`config.mk`:
```
export PLATFORM = sky130hd
export DESIGN_NAME = mem_arbiter
export DESIGN_NICKNAME = d
export VERILOG_FILES = /design/src/rtl/mem_arbiter.sv
export SDC_FILE = /design/constraint.sdc
export NUM_CORES = 1
export LEC_CHECK = 0
export ABC_CLOCK_PERIOD_IN_PS = 2210
export BUFFER_PORTS_ARGS = -buffer_cell sky130_fd_sc_hd__buf_2
export CAP_MARGIN = 20
export CORE_AREA = 5 5 128 130
export DETAILED_ROUTE_END_ITERATION = 10
export DIE_AREA = 0 0 133 135
export PLACE_DENSITY = 0.79
export SETUP_SLACK_MARGIN = 0.4
export SLEW_MARGIN = 20
export SYNTH_ARGS = -nofsm -noshare
export SYNTH_HDL_FRONTEND = slang
export SYNTH_SLANG_ARGS = --single-unit
```
`constraint.sdc`:
```
create_clock -name clk -period 2.21 [get_ports clk]
set_input_delay 0.442 -clock clk [delete_from_list [all_inputs] [get_ports clk]]
set_output_delay 0.442 -clock clk [all_outputs]
set_load 0.005 [all_outputs]
```
`src/rtl/mem_arbiter.sv`:
```
`default_nettype none
// +------------------------------------------------------------------------+
// | mem_arbiter                                                            |
// | Round-robin CPU/DMA arbiter onto a single fixed-latency memory port.   |
// | Revision: 1.0                                                          |
// +------------------------------------------------------------------------+
module mem_arbiter #(
    parameter int WAIT_CYCLES = 2
) (
    input  logic        clk,
    input  logic        reset,
    input  logic        cpu_req,
    input  logic        cpu_we,
    input  logic [31:0] cpu_addr,
    input  logic [31:0] cpu_wdata,
    output logic [31:0] cpu_rdata,
    output logic        cpu_ack,
    output logic        cpu_stall,
    input  logic        dma_req,
    input  logic        dma_we,
    input  logic [31:0] dma_addr,
    input  logic [31:0] dma_wdata,
    output logic [31:0] dma_rdata,
    output logic        dma_ack,
    output logic        mem_en,
    output logic        mem_we,
    output logic [31:0] mem_addr,
    output logic [31:0] mem_wdata,
    input  logic [31:0] mem_rdata,
    output logic        busy
);

    typedef enum logic [1:0] {
        ST_IDLE   = 2'd0,
        ST_ACCESS = 2'd1,
        ST_DONE   = 2'd2
    } state_t;

    localparam logic       c_GRANT_CPU = 1'b0;
    localparam logic       c_GRANT_DMA = 1'b1;
    localparam logic [3:0] c_WAIT_LOAD = 4'(WAIT_CYCLES - 1);

    state_t      r_state;
    logic        r_grant;
    logic        r_last_grant;
    logic [3:0]  r_count;
    logic [31:0] r_addr;
    logic [31:0] r_wdata;
    logic        r_mem_en;
    logic        r_mem_we;
    logic        r_cpu_ack;
    logic        r_dma_ack;
    logic [31:0] r_cpu_rdata;
    logic [31:0] r_dma_rdata;

    logic        w_any_req;
    logic        w_pick_dma;

    // DMA wins when alone, or on a tie when the CPU was served last.
    assign w_any_req  = cpu_req | dma_req;
    assign w_pick_dma = dma_req & (~cpu_req | (r_last_grant == c_GRANT_CPU));

    always_ff @(posedge clk or negedge reset) begin
        if (!reset) begin
            r_state      <= ST_IDLE;
            r_grant      <= c_GRANT_CPU;
            r_last_grant <= c_GRANT_DMA;
            r_count      <= 4'd0;
            r_addr       <= 32'd0;
            r_wdata      <= 32'd0;
            r_mem_en     <= 1'b0;
            r_mem_we     <= 1'b0;
            r_cpu_ack    <= 1'b0;
            r_dma_ack    <= 1'b0;
            r_cpu_rdata  <= 32'd0;
            r_dma_rdata  <= 32'd0;
        end else begin
            r_cpu_ack <= 1'b0;
            r_dma_ack <= 1'b0;
            case (r_state)
                ST_IDLE: begin
                    if (w_any_req) begin
                        r_grant      <= w_pick_dma;
                        r_last_grant <= w_pick_dma;
                        r_addr       <= w_pick_dma ? dma_addr  : cpu_addr;
                        r_wdata      <= w_pick_dma ? dma_wdata : cpu_wdata;
                        r_mem_we     <= w_pick_dma ? dma_we    : cpu_we;
                        r_mem_en     <= 1'b1;
                        r_count      <= c_WAIT_LOAD;
                        r_state      <= ST_ACCESS;
                    end
                end
                ST_ACCESS: begin
                    if (r_count == 4'd0) begin
                        // Writes leave both read-data registers untouched.
                        if (!r_mem_we) begin
                            if (r_grant == c_GRANT_DMA) begin
                                r_dma_rdata <= mem_rdata;
                            end else begin
                                r_cpu_rdata <= mem_rdata;
                            end
                        end
                        if (r_grant == c_GRANT_DMA) begin
                            r_dma_ack <= 1'b1;
                        end else begin
                            r_cpu_ack <= 1'b1;
                        end
                        r_mem_en <= 1'b0;
                        r_mem_we <= 1'b0;
                        r_state  <= ST_DONE;
                    end else begin
                        r_count <= r_count - 4'd1;
                    end
                end
                ST_DONE: begin
                    r_state <= ST_IDLE;
                end
                default: begin
                    r_state <= ST_IDLE;
                end
            endcase
        end
    end

    assign cpu_rdata = r_cpu_rdata;
    assign dma_rdata = r_dma_rdata;
    assign cpu_ack   = r_cpu_ack;
    assign dma_ack   = r_dma_ack;
    assign cpu_stall = cpu_req & ~r_cpu_ack;
    assign mem_en    = r_mem_en;
    assign mem_we    = r_mem_we;
    assign mem_addr  = r_addr;
    assign mem_wdata = r_wdata;
    assign busy      = (r_state != ST_IDLE);

endmodule
`default_nettype wire

```
Word-level counts from Yosys, hierarchy flattened
Index checks and enable logic that the tools add are counted.

Add/sub/neg operators: 1. Equal/unequal tests: 4. Mux-type cells: 20. Bitwise operators: 9. Reduce and logical (&&, ||, !) cells: 10.

Operator list (number): two-way mux 32 bit (2); two-way mux 1 bit (10); two-way mux 4 bit (2); one-hot mux 4 bit (2 select lines) (1); AND reduction 4 bit (2); != test 2 bit, second input constant (3); AND reduction 3 bit (2); inverter 1 bit (5); zero test 4 bit (1); two-way mux 2 bit (2); one-hot mux 1 bit (2 select lines) (2); one-hot mux 2 bit (2 select lines) (1); AND reduction 2 bit (2); nonzero test 2 bit (2); subtractor 4 x 1 -> 4 bit, second input constant (1); bitwise AND 1 bit (2); equality test 2 x 1 -> 1 bit, second input constant (1); zero test 2 bit (1); OR 1 bit (2).

Register bits: 140. Input port bits: 166.

Longest topological paths before layout
Word-level depth: 6. Gate-level depth with buffers: 7. Gate-level depth less buffers: 6.

Least setup slack after synthesis
Ideal clock, no wire load.

Kind: reg2reg. Start: register r_count[0]. End: register r_cpu_rdata[10] (netlist: cpu_rdata[10]). Library setup time: 125 ps. Data arrival time: 1948 ps. Data required time: 2085 ps. Path slack: 136 ps. Stages on the path, launching flop included: 8. Path buffers: 2. Clock period less this slack: 2074 ps. Cells stage by stage: dfrtp_1 -> inv_1 -> ha_1 -> or3b_4 -> or4_4 -> buf_6 -> buf_12 -> mux2_4.

Word-level cells in the longest chain between the ends: 2.

RTL lines: start, declared (RTL line 46) `logic [3:0] r_count;`; start signal, assigned (RTL line 89) `r_count <= c_WAIT_LOAD;`; start signal, assigned (RTL line 112) `r_count <= r_count - 4'd1;`; zero test 4 bit (RTL line 94) `if (r_count == 4'd0) begin`; AND reduction 4 bit (no line); end signal, assigned (RTL line 100) `r_cpu_rdata <= mem_rdata;`; end, declared (RTL line 53) `logic [31:0] r_cpu_rdata;`.

No other way between the ends. A chain may end at the register's enable or synchronous reset.

Worst setup path after layout
Start: register r_count[0]. End: register r_cpu_rdata[15] (netlist: cpu_rdata[15]).

The elaborated chain is that of the path after synthesis.

==> key figures <==
Floorplan
  – Top-level port count: 300
  – Die Height: 135 um
  – Row count: 45
  – Starting Density: 0.4132
  – Core area: 0.01503 mm^2
  – Chip width: 133 um
  – Die area: 0.01796 mm^2

STA
  – Setup TNS: 0 ns
  – RSZ-0062 raised after global routing: true
  – Hold slack: 0.2707 ns
  – Endpoints failing setup: 0
  – Tcrit/Tclk final: 0.9821
  – Max Clock Freq: 0.4607 GHz
  – Final min period: 2.170 ns
  – Slew @ Worst Pin: 0.4939 ns
  – Pins Over Slew Limit: 0
  – Layout Skew: 0.01417 ns
  – Final Hold Fails: 0
  – Relative slew slack: 0.6695

Clocking
  – Worst-Skew Late Latency: 0.42 ns
  – Root Buffer: clkbuf_16
  – Clk buf depth: 2
  – Inserted Clock Buffers: 17
  – H-tree depth: 4
  – Reg clk slew, reported paths: 0.06 ns
  – Clock Sinks: 140
  – CTS tree: built

Setup path
  – Crit path cell chain: inv_2 > ha_4 > or3b_4 > or4_4 > clkbuf_16 > mux2_4
  – CP required: 2.51 ns
  – Critical path class: reg -> reg
  – Worst path bufs/invs: 2
  – Critical path's largest stage delay: 0.52 ns
  – Cell family with most CP delay: simple AND/OR/NAND/NOR gates
  – CP max-delay cell: or4_4
  – Setup crit end kind: flip-flop
  – Reg-to-Reg Start: r_count[0]
  – Worst-path fanout max: 8
  – Worst Setup Start Kind: flip-flop
  – Arrival @ worst endpoint: 2.47 ns
  – Crit path from: r_count[0]

Hold path
  – Worst Min Path Start: mem_rdata[31]
  – Min-delay worst type: in -> reg

Power and ir drop
  – Power Dens Cells: 1400 mW/mm^2
  – Peak supply drop: 0.6149 mV
  – Pwr Total: 12090 uW
  – Static Leak: 0.004278 uW

Route
  – Total wire length: 16.47 mm
  – Vias per inst: 4.857
  – Remaining antenna violation count after routing: 0
  – Vias: 4410
  – DRC: 0
  – DR WL/cell: 18.14 um
  – TritonRoute pass-1 iters: 4
  – DR iter-0 viols: 165

Global routing
  – GRT Total Usage: 0.1757
  – First-pass GRT wire length: 25.31 mm
  – Initial antenna violation count: 1
  – Largest net degree at the start of global routing: 54
  – Grt ovf: 0
  – Vias in the first global route: 5034

Logic synthesis
  – Most frequent cell after synthesis: mux2_2
  – Warnings from Yosys: 0
  – Post-synth EDFFs: 0
  – Netlist cell types: 32
  – Post-synth top area cell: dfrtp_1
  – Ys async rst share: 1.000
  – Cells after synthesis: 394
  – Syn nets: 562
  – Post-synth top area share: 0.5600
  – Top cells by area, synth: dfrtp_1 56%, mux2_2 30%, mux2_4 7.3%
  – Post-synth design cell area: 0.006211 mm^2
  – Yosys reg bits: 140
  – Synth cell count leaders: 165 x mux2_2, 139 x dfrtp_1, 30 x mux2_4
  – Seq/Total Area, Yosys: 0.5643
  – Most used DFF post-synth: dfrtp_1
  – Average size of a mapped cell: 15.76 um^2

Cells and area
  – Number of diodes: 0
  – Area added between synthesis and finish: 39.04%
  – Proportion of layout cells with a drive suffix above 1: 0.7653
  – Nets@finish: 875

Job
  – Max_cap viols: 0

Placement
  – Final GP Congestion: 0.7542
  – Port buffer count: 299
  – Final HPWL DP: 12.31 mm

Run status
  – Status: complete, no violations
## cell families after synthesis
| logic type | synth area share |
|---|---|
| AO/OA/AOI/OAI | 0.01108 |
| adder cells (fa/ha/maj) | 0.004028 |
| buffers and inverters | 0.02679 |
| flip-flops | 0.5643 |
| multiplexers | 0.3733 |
| AND/OR/NAND/NOR | 0.02055 |
## routing by layer
layer / part of all wire / wire [um] / GRT usage
met1: 0.37 / 6094 / 0.1823
met2: 0.54 / 8966 / 0.3310
met3: 0.064 / 1053 / 0.04955
met4: 0.021 / 346 / 0.07390
met5: 0.00073 / 12 / 0
## final cells by class
type,count,area [um^2]
clock buffers,20,446.7
clock inverters,12,113.9
fillers,1237,6397
inverters,4,15.01
multi-input cells,228,2579
flip-flops and latches,140,3505
well taps,188,235.2
repair buffers,316,1742
## sequential cells by signal, indices dropped and copies added (netlist names)
| signal | count |
|---|---|
| mem_wdata | 32 |
| mem_addr | 32 |
| mem_en | 1 |
| cpu_ack | 1 |
| r_grant | 1 |
| cpu_rdata | 32 |
| r_count | 4 |
| r_state | 2 |
| dma_ack | 1 |
| mem_we | 1 |
| dma_rdata | 32 |
| r_last_grant | 1 |
## through the flow
stage	cells	setup WS [ns]	cell area, um^2	utilization
after floorplan	394	0.1574	6232	-
after CTS	901	0.06901	8522	0.5669
after global placement	868	0.1623	7951	0.5289
after detailed placement	868	0.08182	7951	0.5289
after global routing	908	0.01584	8636	0.5744
final	908	0.03953	8636	0.5744
## power by group
| part | leakage (uW) | switching (uW) | internal (uW) |
|---|---|---|---|
| registers | 0.00164 | 748 | 3900 |
| logic | 0.00236 | 1890 | 2880 |
| clock network | 0.000275 | 1090 | 1590 |
| total | 0.00428 | 3730 | 8360 |
## path summary, 6_finish.rpt
path                            cells after the start            end  slack, ns
worst max-delay path                                6  cpu_rdata[15]       0.04
worst min-delay path                                2  cpu_rdata[31]       0.27
worst max register to register                      6  cpu_rdata[15]       0.04
worst min register to register                      1         mem_en       0.48
max in group asynchronous                           3  dma_rdata[31]       0.99
min in group asynchronous                           2   dma_rdata[3]       0.53
## what timing repair did
action	4_1_cts	5_1_grt
setup endpoints to repair	64	77
hold buffers	1	0
resized for setup	0	5
cloned	0	3
buffers inserted	0	4
hold endpoints to repair	41	0
## worst register-to-register path: stages (launching register included)
cell	delay (ns)
dfrtp_1	0.38
inv_2	0.10
ha_4	0.14
or3b_4	0.37
or4_4	0.52
clkbuf_16	0.23
mux2_4	0.31
## layout by cell type (no fill, tap or decap), types with 2 or more instances in the layout
cell       synthesis  routed
clkbuf_1           6       2
buf_6              1       2
inv_1              4       2
clkinv_2           0       3
mux2_2           165     165
and3_1             2       2
clkbuf_16          0      19
nor2_1             3       2
nand2_1            2       2
inv_2              0       2
o22ai_1            2       2
inv_6              0       2
buf_12             3       4
o21ai_0            3       3
mux2_4            30      30
nor2b_1            3       3
clkinv_4           0       5
dfrtp_1          139     139
buf_2             10     298
buf_4              0       8
Power figures use the tool's default switching activity.
